$ cat src/rtl/ifu_fetch_ctrl_if.sv
// Fetch-controller bundle: redirect, imem request/response, downstream instruction and fetch PC.
// The master modport is the fetch controller; the slave side is the memory, downstream and redirect source.
interface ifu_fetch_ctrl_if #(
  parameter int unsigned WIDTH = 32
);
  logic             redirect_valid;
  logic [WIDTH-1:0] redirect_pc;
  logic             imem_req_valid;
  logic             imem_req_ready;
  logic [WIDTH-1:0] imem_req_addr;
  logic             imem_resp_valid;
  logic [WIDTH-1:0] imem_resp_data;
  logic             imem_resp_err;
  logic             inst_valid;
  logic             inst_ready;
  logic [WIDTH-1:0] inst;
  logic [WIDTH-1:0] inst_pc;
  logic             inst_err;
  logic [WIDTH-1:0] pc;

  modport master (
    input  redirect_valid, redirect_pc, imem_req_ready,
           imem_resp_valid, imem_resp_data, imem_resp_err, inst_ready,
    output imem_req_valid, imem_req_addr, inst_valid, inst, inst_pc, inst_err, pc
  );

  modport slave (
    output redirect_valid, redirect_pc, imem_req_ready,
           imem_resp_valid, imem_resp_data, imem_resp_err, inst_ready,
    input  imem_req_valid, imem_req_addr, inst_valid, inst, inst_pc, inst_err, pc
  );
endinterface

$ cat src/rtl/ifu_fetch_ctrl.sv
// Instruction-fetch sequencer: owns the fetch PC, keeps one imem request in flight,
// hands instructions downstream and squashes in-flight fetches on redirect.
module ifu_fetch_ctrl #(
  parameter int unsigned     WIDTH    = 32,
  parameter logic [WIDTH-1:0] RESET_PC = WIDTH'(32'h8000_0000)
) (
  input  logic                 clk,
  input  logic                 rst,
  ifu_fetch_ctrl_if.master     bus
);

  typedef enum logic [1:0] {
    S_IDLE = 2'd0,
    S_REQ  = 2'd1,
    S_WAIT = 2'd2,
    S_OUT  = 2'd3
  } state_e;

  state_e           state_q;
  logic [WIDTH-1:0] pc_q;
  logic             kill_q;
  logic [WIDTH-1:0] inst_q;
  logic [WIDTH-1:0] inst_pc_q;
  logic             inst_err_q;

  logic             req_fire;
  logic [WIDTH-1:0] redirect_pc_aligned;

  assign req_fire            = (state_q == S_REQ) && bus.imem_req_ready;
  assign redirect_pc_aligned = bus.redirect_pc & ~WIDTH'(3);

  // Sequencer; the redirect PC write sits last so it overrides the pc+4 advance.
  always_ff @(posedge clk) begin
    if (rst) begin
      state_q    <= S_IDLE;
      pc_q       <= RESET_PC;
      kill_q     <= 1'b0;
      inst_q     <= '0;
      inst_pc_q  <= '0;
      inst_err_q <= 1'b0;
    end else begin
      case (state_q)
        S_IDLE: state_q <= S_REQ;
        S_REQ: begin
          if (req_fire) begin
            state_q <= S_WAIT;
            if (bus.redirect_valid) kill_q <= 1'b1;
          end
        end
        S_WAIT: begin
          if (bus.imem_resp_valid) begin
            if (kill_q || bus.redirect_valid) begin
              kill_q  <= 1'b0;
              state_q <= S_REQ;
            end else begin
              inst_q     <= bus.imem_resp_data;
              inst_pc_q  <= pc_q;
              inst_err_q <= bus.imem_resp_err;
              state_q    <= S_OUT;
            end
          end else if (bus.redirect_valid) begin
            kill_q <= 1'b1;
          end
        end
        S_OUT: begin
          if (bus.redirect_valid) begin
            state_q <= S_REQ;
          end else if (bus.inst_ready) begin
            pc_q    <= pc_q + WIDTH'(4);
            state_q <= S_REQ;
          end
        end
        default: state_q <= S_IDLE;
      endcase

      if (bus.redirect_valid) pc_q <= redirect_pc_aligned;
    end
  end

  // Handshake valids decode straight from the state register.
  assign bus.imem_req_valid = (state_q == S_REQ);
  assign bus.inst_valid     = (state_q == S_OUT);
  assign bus.imem_req_addr  = pc_q;
  assign bus.pc             = pc_q;
  assign bus.inst           = inst_q;
  assign bus.inst_pc        = inst_pc_q;
  assign bus.inst_err       = inst_err_q;

endmodule

$ cat src/flat_wrapper.sv
// flat-port wrapper written by rule: the top's interface ports become plain ports
module ifu_fetch_ctrl_flat 
#(
  parameter int unsigned     WIDTH    = 32,
  parameter logic [WIDTH-1:0] RESET_PC = WIDTH'(32'h8000_0000)
)
  (clk, rst, bus_redirect_valid, bus_redirect_pc, bus_imem_req_ready, bus_imem_resp_valid, bus_imem_resp_data, bus_imem_resp_err, bus_inst_ready, bus_imem_req_valid, bus_imem_req_addr, bus_inst_valid, bus_inst, bus_inst_pc, bus_inst_err, bus_pc);
  ifu_fetch_ctrl_if #(.WIDTH(WIDTH)) bus_i ();
  input  logic clk;
  input  logic rst;
  input wire logic [$bits(bus_i.redirect_valid)-1:0] bus_redirect_valid;
  input wire logic [$bits(bus_i.redirect_pc)-1:0] bus_redirect_pc;
  input wire logic [$bits(bus_i.imem_req_ready)-1:0] bus_imem_req_ready;
  input wire logic [$bits(bus_i.imem_resp_valid)-1:0] bus_imem_resp_valid;
  input wire logic [$bits(bus_i.imem_resp_data)-1:0] bus_imem_resp_data;
  input wire logic [$bits(bus_i.imem_resp_err)-1:0] bus_imem_resp_err;
  input wire logic [$bits(bus_i.inst_ready)-1:0] bus_inst_ready;
  output wire logic [$bits(bus_i.imem_req_valid)-1:0] bus_imem_req_valid;
  output wire logic [$bits(bus_i.imem_req_addr)-1:0] bus_imem_req_addr;
  output wire logic [$bits(bus_i.inst_valid)-1:0] bus_inst_valid;
  output wire logic [$bits(bus_i.inst)-1:0] bus_inst;
  output wire logic [$bits(bus_i.inst_pc)-1:0] bus_inst_pc;
  output wire logic [$bits(bus_i.inst_err)-1:0] bus_inst_err;
  output wire logic [$bits(bus_i.pc)-1:0] bus_pc;
  assign bus_i.redirect_valid = bus_redirect_valid;
  assign bus_i.redirect_pc = bus_redirect_pc;
  assign bus_i.imem_req_ready = bus_imem_req_ready;
  assign bus_i.imem_resp_valid = bus_imem_resp_valid;
  assign bus_i.imem_resp_data = bus_imem_resp_data;
  assign bus_i.imem_resp_err = bus_imem_resp_err;
  assign bus_i.inst_ready = bus_inst_ready;
  assign bus_imem_req_valid = bus_i.imem_req_valid;
  assign bus_imem_req_addr = bus_i.imem_req_addr;
  assign bus_inst_valid = bus_i.inst_valid;
  assign bus_inst = bus_i.inst;
  assign bus_inst_pc = bus_i.inst_pc;
  assign bus_inst_err = bus_i.inst_err;
  assign bus_pc = bus_i.pc;
  ifu_fetch_ctrl #(.WIDTH(WIDTH), .RESET_PC(RESET_PC)) u_core (.clk(clk), .rst(rst), .bus(bus_i));
endmodule
$ cat config.mk
export PLATFORM = sky130hd
export DESIGN_NAME = ifu_fetch_ctrl_flat
export DESIGN_NICKNAME = d
export VERILOG_FILES = /design/src/rtl/ifu_fetch_ctrl_if.sv /design/src/rtl/ifu_fetch_ctrl.sv /design/src/flat_wrapper.sv
export SDC_FILE = /design/constraint.sdc
export NUM_CORES = 1
export LEC_CHECK = 0
export ABC_CLOCK_PERIOD_IN_PS = 5600
export CAP_MARGIN = 40
export CORE_MARGIN = 2
export CORE_UTILIZATION = 35
export CTS_CLUSTER_DIAMETER = 80
export CTS_CLUSTER_SIZE = 25
export DETAILED_ROUTE_END_ITERATION = 6
export GPL_ROUTABILITY_DRIVEN = 0
export MAX_ROUTING_LAYER = met4
export PLACE_DENSITY = 0.66
export SLEW_MARGIN = 10
export SYNTH_ARGS = -nofsm -noshare
export SYNTH_HDL_FRONTEND = slang
export SYNTH_SLANG_ARGS = --single-unit
$ cat constraint.sdc
create_clock -name clk -period 5.6 [get_ports clk]
set_clock_uncertainty 0.1 [all_clocks]
set_input_delay 1.68 -clock clk [delete_from_list [all_inputs] [get_ports clk]]
set_output_delay 1.68 -clock clk [all_outputs]
set_load 0.05 [all_outputs]
## Word level (Yosys, flattened, before mapping)

Cells that the tools add are included.

- Flip-flop bits (word level): 100
- Input port bits: 71
- Output and inout port bits: 131
- Logic and storage cells: 42

- $add $sub $neg: 1
- Eq/ne operators: 7
- Multiplexer cells: 14
- Bitwise operators: 1
- Reductions and logical operators: 12

Operators with widths:

| cell | count |
|---|---|
| 2-to-1 mux 32 bit | 3 |
| adder 32 x 3 -> 32 bit (second input constant) | 1 |
| 2-to-1 mux 2 bit | 5 |
| AND reduction 3 bit | 3 |
| one-hot mux 2 bit (4 select lines) | 1 |
| nonzero test 2 bit | 3 |
| equality test 2 bit (second input constant) | 2 |
| 2-to-1 mux 1 bit | 4 |
| AND reduction 2 bit | 2 |
| != test 3 x 2 -> 1 bit (second input constant) | 1 |
| != test 3 bit (second input constant) | 1 |
| equality test 2 x 1 -> 1 bit (second input constant) | 1 |
| zero test 2 bit | 1 |
| != test 2 x 1 -> 1 bit (second input constant) | 1 |
| != test 2 bit (second input constant) | 1 |
| one-hot mux 1 bit (2 select lines) | 1 |
| OR reduction 2 bit | 1 |
| logical AND 1 bit | 1 |
| logical OR 1 bit | 1 |
| NOT 1 bit | 1 |

## Logic depth before layout (Yosys ltp)

Gate-level depths: netlist of the first run.

- Word-level depth: 4
- Depth in mapped cells: 8
- Depth with buffers taken out: 6

## Least setup slack after synthesis of the first run

No wires, ideal clock.

- Kind: in2reg
- From: input port bus_redirect_valid
- To: register u_core.inst_pc_q[2], in the netlist u_core.bus.inst_pc[2]
- Setup time: 132 ps
- Arrival time: 3026 ps
- Required time: 5368 ps
- Path slack: 2342 ps
- Cell stages on the path: 7
- Buffers on the path: 3
- Cells stage by stage: buf_6 -> or3b_2 -> or2_2 -> clkbuf_1 -> clkbuf_1 -> nand2_1 -> a21oi_1

- Longest elaborated chain between the ends: 3

RTL lines:

| element | line | source |
|---|---|---|
| from (decl) | flat_wrapper.sv:11 | `input wire logic [$bits(bus_i.redirect_valid)-1:0] bus_redirect_valid;` |
| logical OR 1 bit | ifu_fetch_ctrl.sv:52 | `if (kill_q \|\| bus.redirect_valid) begin` |
| NOT 1 bit (no source line) | n/a |  |
| AND reduction 3 bit (no source line) | n/a |  |
| to (signal assigned) | ifu_fetch_ctrl.sv:57 | `inst_pc_q <= pc_q;` |
| to (decl) | ifu_fetch_ctrl.sv:23 | `logic [WIDTH-1:0] inst_pc_q;` |

Every way passes these cells.
A chain may end at the register's enable or synchronous reset.

## Final worst setup path of the first run

- From: input port bus_inst_ready
- To: register u_core.pc_q[19], in the netlist u_core.bus.imem_req_addr[19]

- Longest elaborated chain between the ends: 2

RTL lines:

| element | line | source |
|---|---|---|
| from (decl) | flat_wrapper.sv:17 | `input wire logic [$bits(bus_i.inst_ready)-1:0] bus_inst_ready;` |
| nonzero test 2 bit (no source line) | n/a |  |
| AND reduction 2 bit (no source line) | n/a |  |
| to (signal assigned) | ifu_fetch_ctrl.sv:69 | `pc_q <= pc_q + WIDTH'(4);` |
| to (signal assigned) | ifu_fetch_ctrl.sv:76 | `if (bus.redirect_valid) pc_q <= redirect_pc_aligned;` |
| to (decl) | ifu_fetch_ctrl.sv:20 | `logic [WIDTH-1:0] pc_q;` |

Every way passes these cells.

==> results.sh, run 1 <==
export IMPL_run_status="complete, no violations"
export IMPL_reg2reg_from="u_core.state_q[0]"
export IMPL_p_sw_mw=0.501
export IMPL_final_cell_mix="clkdlybuf4s50_1, nand2_1, dfxtp_1, a21oi_1, nor2_1"
export IMPL_startpoint="bus_inst_ready"
export IMPL_crit_path_max_fanout=7
export IMPL_fmax_mhz=261
export IMPL_drtAntennaViolNets=0
export IMPL_hold_class="flop to flop"
export IMPL_ys_flop_type="dfxtp_1"
export IMPL_grt_max_degree=64
export IMPL_setup_tns_ps=0
export IMPL_period_share_pct=68.5
export IMPL_synth_area_leaders="dfxtp_1, nand2_1, a21oi_1"
export IMPL_syn_avg_cell_area_um2=7.85
export IMPL_relSlewSlack_pct=32.9
export IMPL_cp_arrival_ps=3960
export IMPL_drt_pass1_iter_count=4
export IMPL_cts_path_max_buffers=2
export IMPL_die_area_mm2=0.0136
export IMPL_peakVddDrop_v=0.000146
export IMPL_portBuffers=193
export IMPL_num_antenna_cells=0
export IMPL_fin_hold_ws_ps=353
export IMPL_async_flop_share_pct=0
export IMPL_p_leak_nw=2.17
export IMPL_die_h_um=116
export IMPL_power_density_mw_per_mm2=265
export IMPL_rsz0062_at_grt="no"
export IMPL_top_usage_layer="met2"
export IMPL_drive_above_1_share_pct=3.81
export IMPL_ios=202
export IMPL_core_area_mm2=0.0125
export IMPL_cts_sinks=96
export IMPL_globalRouteTotalUtil_pct=19.9
export IMPL_cts_buffers=9
export IMPL_final_common_cell="clkdlybuf4s50_1"
export IMPL_via_count=4431
export IMPL_grt_pass1_vias=4092
export IMPL_instances_no_fill=881
export IMPL_power_frac_clock_pct=38.4
export IMPL_required_ps=5720
export IMPL_hold_start="u_core.bus.inst_pc[29]"
export IMPL_slew_viol_final=0
export IMPL_syn_to_final_growth_pct=47.6
export IMPL_yosys_area_top_type_share_pct=43.4
export IMPL_cts_tree="done"
export IMPL_path_class="input pin to flop"
export IMPL_worstMarginPinSlew_ps=997
export IMPL_synth_edff_count=0
export IMPL_cp_slowest_cell="nor4_1"
export IMPL_placed_cells=865
export IMPL_vias_per_cell=5.03
export IMPL_end_kind="flop"
export IMPL_cts_hold_buf=0
export IMPL_routed_wl_mm=13.0
export IMPL_synth_cell_type_count=46
export IMPL_synth_cells=564
export IMPL_cts_resized=0
export IMPL_clock_root_buffer="clkbuf_16"
export IMPL_p_int_mw=1.23
export IMPL_cap_violations=0
export IMPL_swShare_pct=28.9
export IMPL_finalSetupViolCount=0
export IMPL_comb_power_share_pct=18.9
export IMPL_crit_path_cell_trace="clkdlybuf4s50_1 -> nand4_1 -> nor4_1 -> a211oi_1 -> a2111oi_0"
export IMPL_synth_top_area_cell="dfxtp_1"
export IMPL_num_rows=41
export IMPL_yosysSeqAreaShare_pct=43.4
export IMPL_clock_latency_ps=350
export IMPL_post_cts_buffers=0
export IMPL_fin_nets=779
export IMPL_syn_area_mm2=0.00443
export IMPL_dp_final_hpwl_mm=8.98
export IMPL_gr_total_overflow=0
export IMPL_synth_seq_cells=96
export IMPL_grt_pass1_wl_mm=20.6
export IMPL_clkTransAtPathRegs_ps=70
export IMPL_h_tree_depth=3
export IMPL_fin_util_pct=52.4
export IMPL_die_x_um=116
export IMPL_critPathLaunchType="input pin"
export IMPL_fin_crit_ps=3840
export IMPL_met3_usage_pct=5.35
export IMPL_synth_warnings=0
export IMPL_start_util_pct=35.5
export IMPL_drcViolationCount=0
export IMPL_met1_usage_pct=25.2
export IMPL_met2_usage_pct=30.6
export IMPL_drt_initial_drc_count=194
export IMPL_antenna_found_initial=0
export IMPL_hold_viol_final=0
export IMPL_max_stage_delay_ps=840
export IMPL_wire_per_inst_um=14.8
export IMPL_seqPwrFrac_pct=42.7
registers in the layout, indices dropped and copies added (netlist names):
signal and cells:
u_core.bus.inst 32, u_core.bus.imem_req_addr 30, u_core.bus.inst_pc 30, u_core.state_q 2, u_core.bus.inst_err 1, u_core.kill_q 1
power by group through the flow:
stage                     logic [mW]  clock network (mW)  registers [mW]
after floorplan                0.160                   0           0.809
after global placement         0.323                   0           0.754
after detailed placement       0.328                   0           0.757
after CTS                      0.329               0.684           0.741
after global routing           0.347               0.712           0.746
final                          0.328               0.666           0.742
metal layers:
layer | vias to the layer above | part of all wire, %
met5 | - | 0
met4 | 0 | 1.8
met3 | 19 | 6.8
met2 | 152 | 46
met1 | 2071 | 45
li1 | 2189 | -
stage by stage:
stage          total power [mW]  setup WS, ps  area [µm²]
6_report                   1.74          1760        6540
5_1_grt                    1.80          1580        6540
4_1_cts                    1.75          1800        6540
3_5_place_dp               1.09          1450        6220
3_3_place_gp               1.08          1640        6190
2_1_floorplan             0.969          2340        4450
Yosys cell counts (2+ instances only):
library cell and count:
nand2_1 147, dfxtp_1 96, a21oi_1 72, buf_4 37
nor2_1 29, clkbuf_1 26, nand3_1 15, a211oi_1 12
a311oi_1 11, inv_1 11, and4_1 9, nand4_1 9
or4_1 9, buf_2 8, nor4_1 7, o31ai_1 7
o21ai_0 6, xnor2_1 5, xor2_1 5, and3_1 4
ha_1 4, or3_1 4, a2111oi_0 3, nor3b_1 3
clkbuf_2 2, nor3_1 2, or2_2 2
path summary, 6_finish.rpt:
| kind | to | slack [ps] | cells after the start |
|---|---|---|---|
| worst max-delay path | u_core.bus.imem_req_addr[19] | 1760 | 5 |
| worst min register to register | u_core.bus.inst_pc[29] | 350 | 2 |
| worst max register to register | u_core.bus.imem_req_addr[19] | 2920 | 5 |
| worst min-delay path | u_core.bus.inst_pc[29] | 350 | 2 |
kinds of logic (layout without fill, tap and decap cells):
group           count (synthesis)  count (layout)  share of synthesized area [%]
simple gates                  249             249                           26.4
compound gates                118             118                           16.0
flops                          96              96                           43.4
buf+inv                        85             225                           10.8
xor+xnor                       10              10                           1.98
fa+ha+maj                       4               4                           1.13
other cells                     1               6                         0.0847
mux                             1               1                          0.226
area by class of cell:
| class | count | area, µm² |
|---|---|---|
| fill | 1201 | 5930 |
| multi-input combinational | 388 | 2060 |
| timing repair buffer | 198 | 1990 |
| sequential | 96 | 1920 |
| clock buffer | 13 | 250 |
| tap | 172 | 215 |
| clock inverter | 3 | 65.1 |
| inverter | 11 | 41.3 |
critical path, delay by kind of cell:
family                 cells  cell delay [ps]
and+or+nand+nor            2             1140
buffers and inverters      1              590
AOI/OAI and AO/OA          2              540
Power figures use the tool's default switching activity.
==> inputs of run 2 (changes only) <==
Settings changed: ABC_CLOCK_PERIOD_IN_PS 5600 to 3900.
Clock period 5.6 ns to 3.9 ns, I/O delays scaled along.
==> run 2 against run 1 <==
  * Combinational power grew 45%
  * Global-route usage shrank 0.25 points
  * Die area is the same
  * Non-clock buffer count grew 2
  * Clock-buffer cell count grew 2
  * Sequential cell count is the same
  * Register-to-register slack lost 1500 ps
  * Via count shrank 1.0%
  * Cell area grew 0.96%
  * Hold slack is essentially flat
  * First-iteration DRC count grew 5.2%
  * Worst setup slack lost 1100 ps
  * Critical endpoint is now bus_inst_valid
  * Largest power group unchanged
==> results.sh, run 2 (synthesis results as in run 1) <==
export IMPL_run_status="complete, no violations"
export IMPL_vias_per_cell=4.97
export IMPL_power_frac_clock_pct=38.9
export IMPL_required_ps=2630
export IMPL_num_antenna_cells=0
export IMPL_start_util_pct=35.5
export IMPL_worstMarginPinSlew_ps=775
export IMPL_fin_crit_ps=3220
export IMPL_largest_reg_flops=32
export IMPL_swShare_pct=28.6
export IMPL_cts_tree="done"
export IMPL_clkTransAtPathRegs_ps=60
export IMPL_antenna_found_initial=0
export IMPL_path_class="flop to primary output"
export IMPL_cts_resized=0
export IMPL_die_x_um=116
export IMPL_dp_final_hpwl_mm=8.82
export IMPL_rrSetupSlack_ps=1370
export IMPL_seqPwrFrac_pct=42.3
export IMPL_instances_no_fill=883
export IMPL_final_cell_mix="clkdlybuf4s50_1, nand2_1, dfxtp_1, a21oi_1, nor2_1"
export IMPL_top_usage_layer="met2"
export IMPL_end_kind="primary output"
export IMPL_post_cts_buffers=0
export IMPL_cts_hold_buf=0
export IMPL_peakVddDrop_v=0.000218
export IMPL_gr_total_overflow=0
export IMPL_clock_root_buffer="clkbuf_16"
export IMPL_portBuffers=193
export IMPL_core_area_mm2=0.0125
export IMPL_drtAntennaViolNets=0
export IMPL_die_h_um=116
export IMPL_met3_usage_pct=4.67
export IMPL_setup_tns_ps=0
export IMPL_met1_usage_pct=25.1
export IMPL_fin_util_pct=52.9
export IMPL_cap_violations=0
export IMPL_cp_arrival_ps=1950
export IMPL_syn_to_final_growth_pct=49.0
export IMPL_crit_path_max_fanout=8
export IMPL_p_leak_nw=2.20
export IMPL_comb_power_share_pct=18.8
export IMPL_fin_nets=781
export IMPL_num_rows=41
export IMPL_slew_viol_final=0
export IMPL_period_share_pct=82.7
export IMPL_globalRouteTotalUtil_pct=19.7
export IMPL_critPathLaunchType="flop"
export IMPL_rsz0062_at_grt="no"
export IMPL_placed_cells=867
export IMPL_final_common_cell="clkdlybuf4s50_1"
export IMPL_finalSetupViolCount=0
export IMPL_grt_pass1_vias=4003
export IMPL_via_count=4385
export IMPL_drt_initial_drc_count=204
export IMPL_grt_max_degree=64
export IMPL_relSlewSlack_pct=47.9
export IMPL_cts_buffers=9
export IMPL_drive_above_1_share_pct=4.50
export IMPL_power_density_mw_per_mm2=381
export IMPL_hold_viol_final=0
export IMPL_cts_path_max_buffers=2
export IMPL_routed_wl_mm=12.9
export IMPL_hold_class="flop to flop"
export IMPL_p_int_mw=1.80
export IMPL_cts_sinks=96
export IMPL_grt_pass1_wl_mm=20.4
export IMPL_die_area_mm2=0.0136
export IMPL_fmax_mhz=310
export IMPL_met2_usage_pct=30.5
export IMPL_ios=202
export IMPL_p_sw_mw=0.720
export IMPL_h_tree_depth=3
export IMPL_clock_latency_ps=350
export IMPL_drt_pass1_iter_count=4
export IMPL_wire_per_inst_um=14.6
export IMPL_drcViolationCount=0
==> run 2: cell count changes in the layout (fill, tap and decap cells not counted), sizes merged <==
cell | previous run | this run
clkinv | 1 | 0
clkbuf | 13 | 15
bufinv | 2 | 1
buf | 6 | 8
==> run 2: path summary, 6_finish.rpt <==
check,startpoint,cells past startpoint,endpoint
hold reg to reg,u_core.bus.inst_pc[29],2,u_core.bus.inst_pc[29]
setup reg to reg,u_core.bus.imem_req_addr[15],4,u_core.bus.imem_req_addr[27]
hold / removal,u_core.bus.inst_pc[29],2,u_core.bus.inst_pc[29]
setup / recovery,u_core.state_q[1],2,bus_inst_valid
==> run 2: power by group through the flow <==
stage / combinational, mW / clock (mW) / sequential [mW]
final: 0.474 / 0.978 / 1.06
after global routing: 0.501 / 1.03 / 1.07
after CTS: 0.476 / 1.00 / 1.06
after detailed placement: 0.474 / 0 / 1.09
after global placement: 0.467 / 0 / 1.08
after floorplan: 0.230 / 0 / 1.16
==> run 2: critical path, stage by stage, from the launching register on <==
cell and delay, ps:
dfxtp_1 390, ha_1 340, clkdlybuf4s50_1 880
==> run 2: layout make-up <==
class | instances | area [µm²]
tap | 172 | 215
sequential | 96 | 1920
multi-input combinational | 388 | 2060
fill | 1191 | 5870
clock buffer | 15 | 308
inverter | 11 | 41.3
timing repair buffer | 200 | 2030
clock inverter | 1 | 30.0
==> run 2: through the flow <==
step	area, µm²	total power, mW	setup slack [ps]	hold WS, ps
2_1_floorplan	4450	1.39	1150	388
3_3_place_gp	6230	1.55	507	342
3_5_place_dp	6260	1.56	511	345
4_1_cts	6600	2.54	644	354
5_1_grt	6600	2.61	571	375
6_report	6600	2.52	676	352
==> run 2: per-layer routing <==
| metal | up-vias | share of wire, % |
|---|---|---|
| li1 | 2194 | - |
| met1 | 2034 | 45 |
| met2 | 144 | 46 |
| met3 | 13 | 7.3 |
| met4 | 0 | 1.6 |
| met5 | - | 0 |
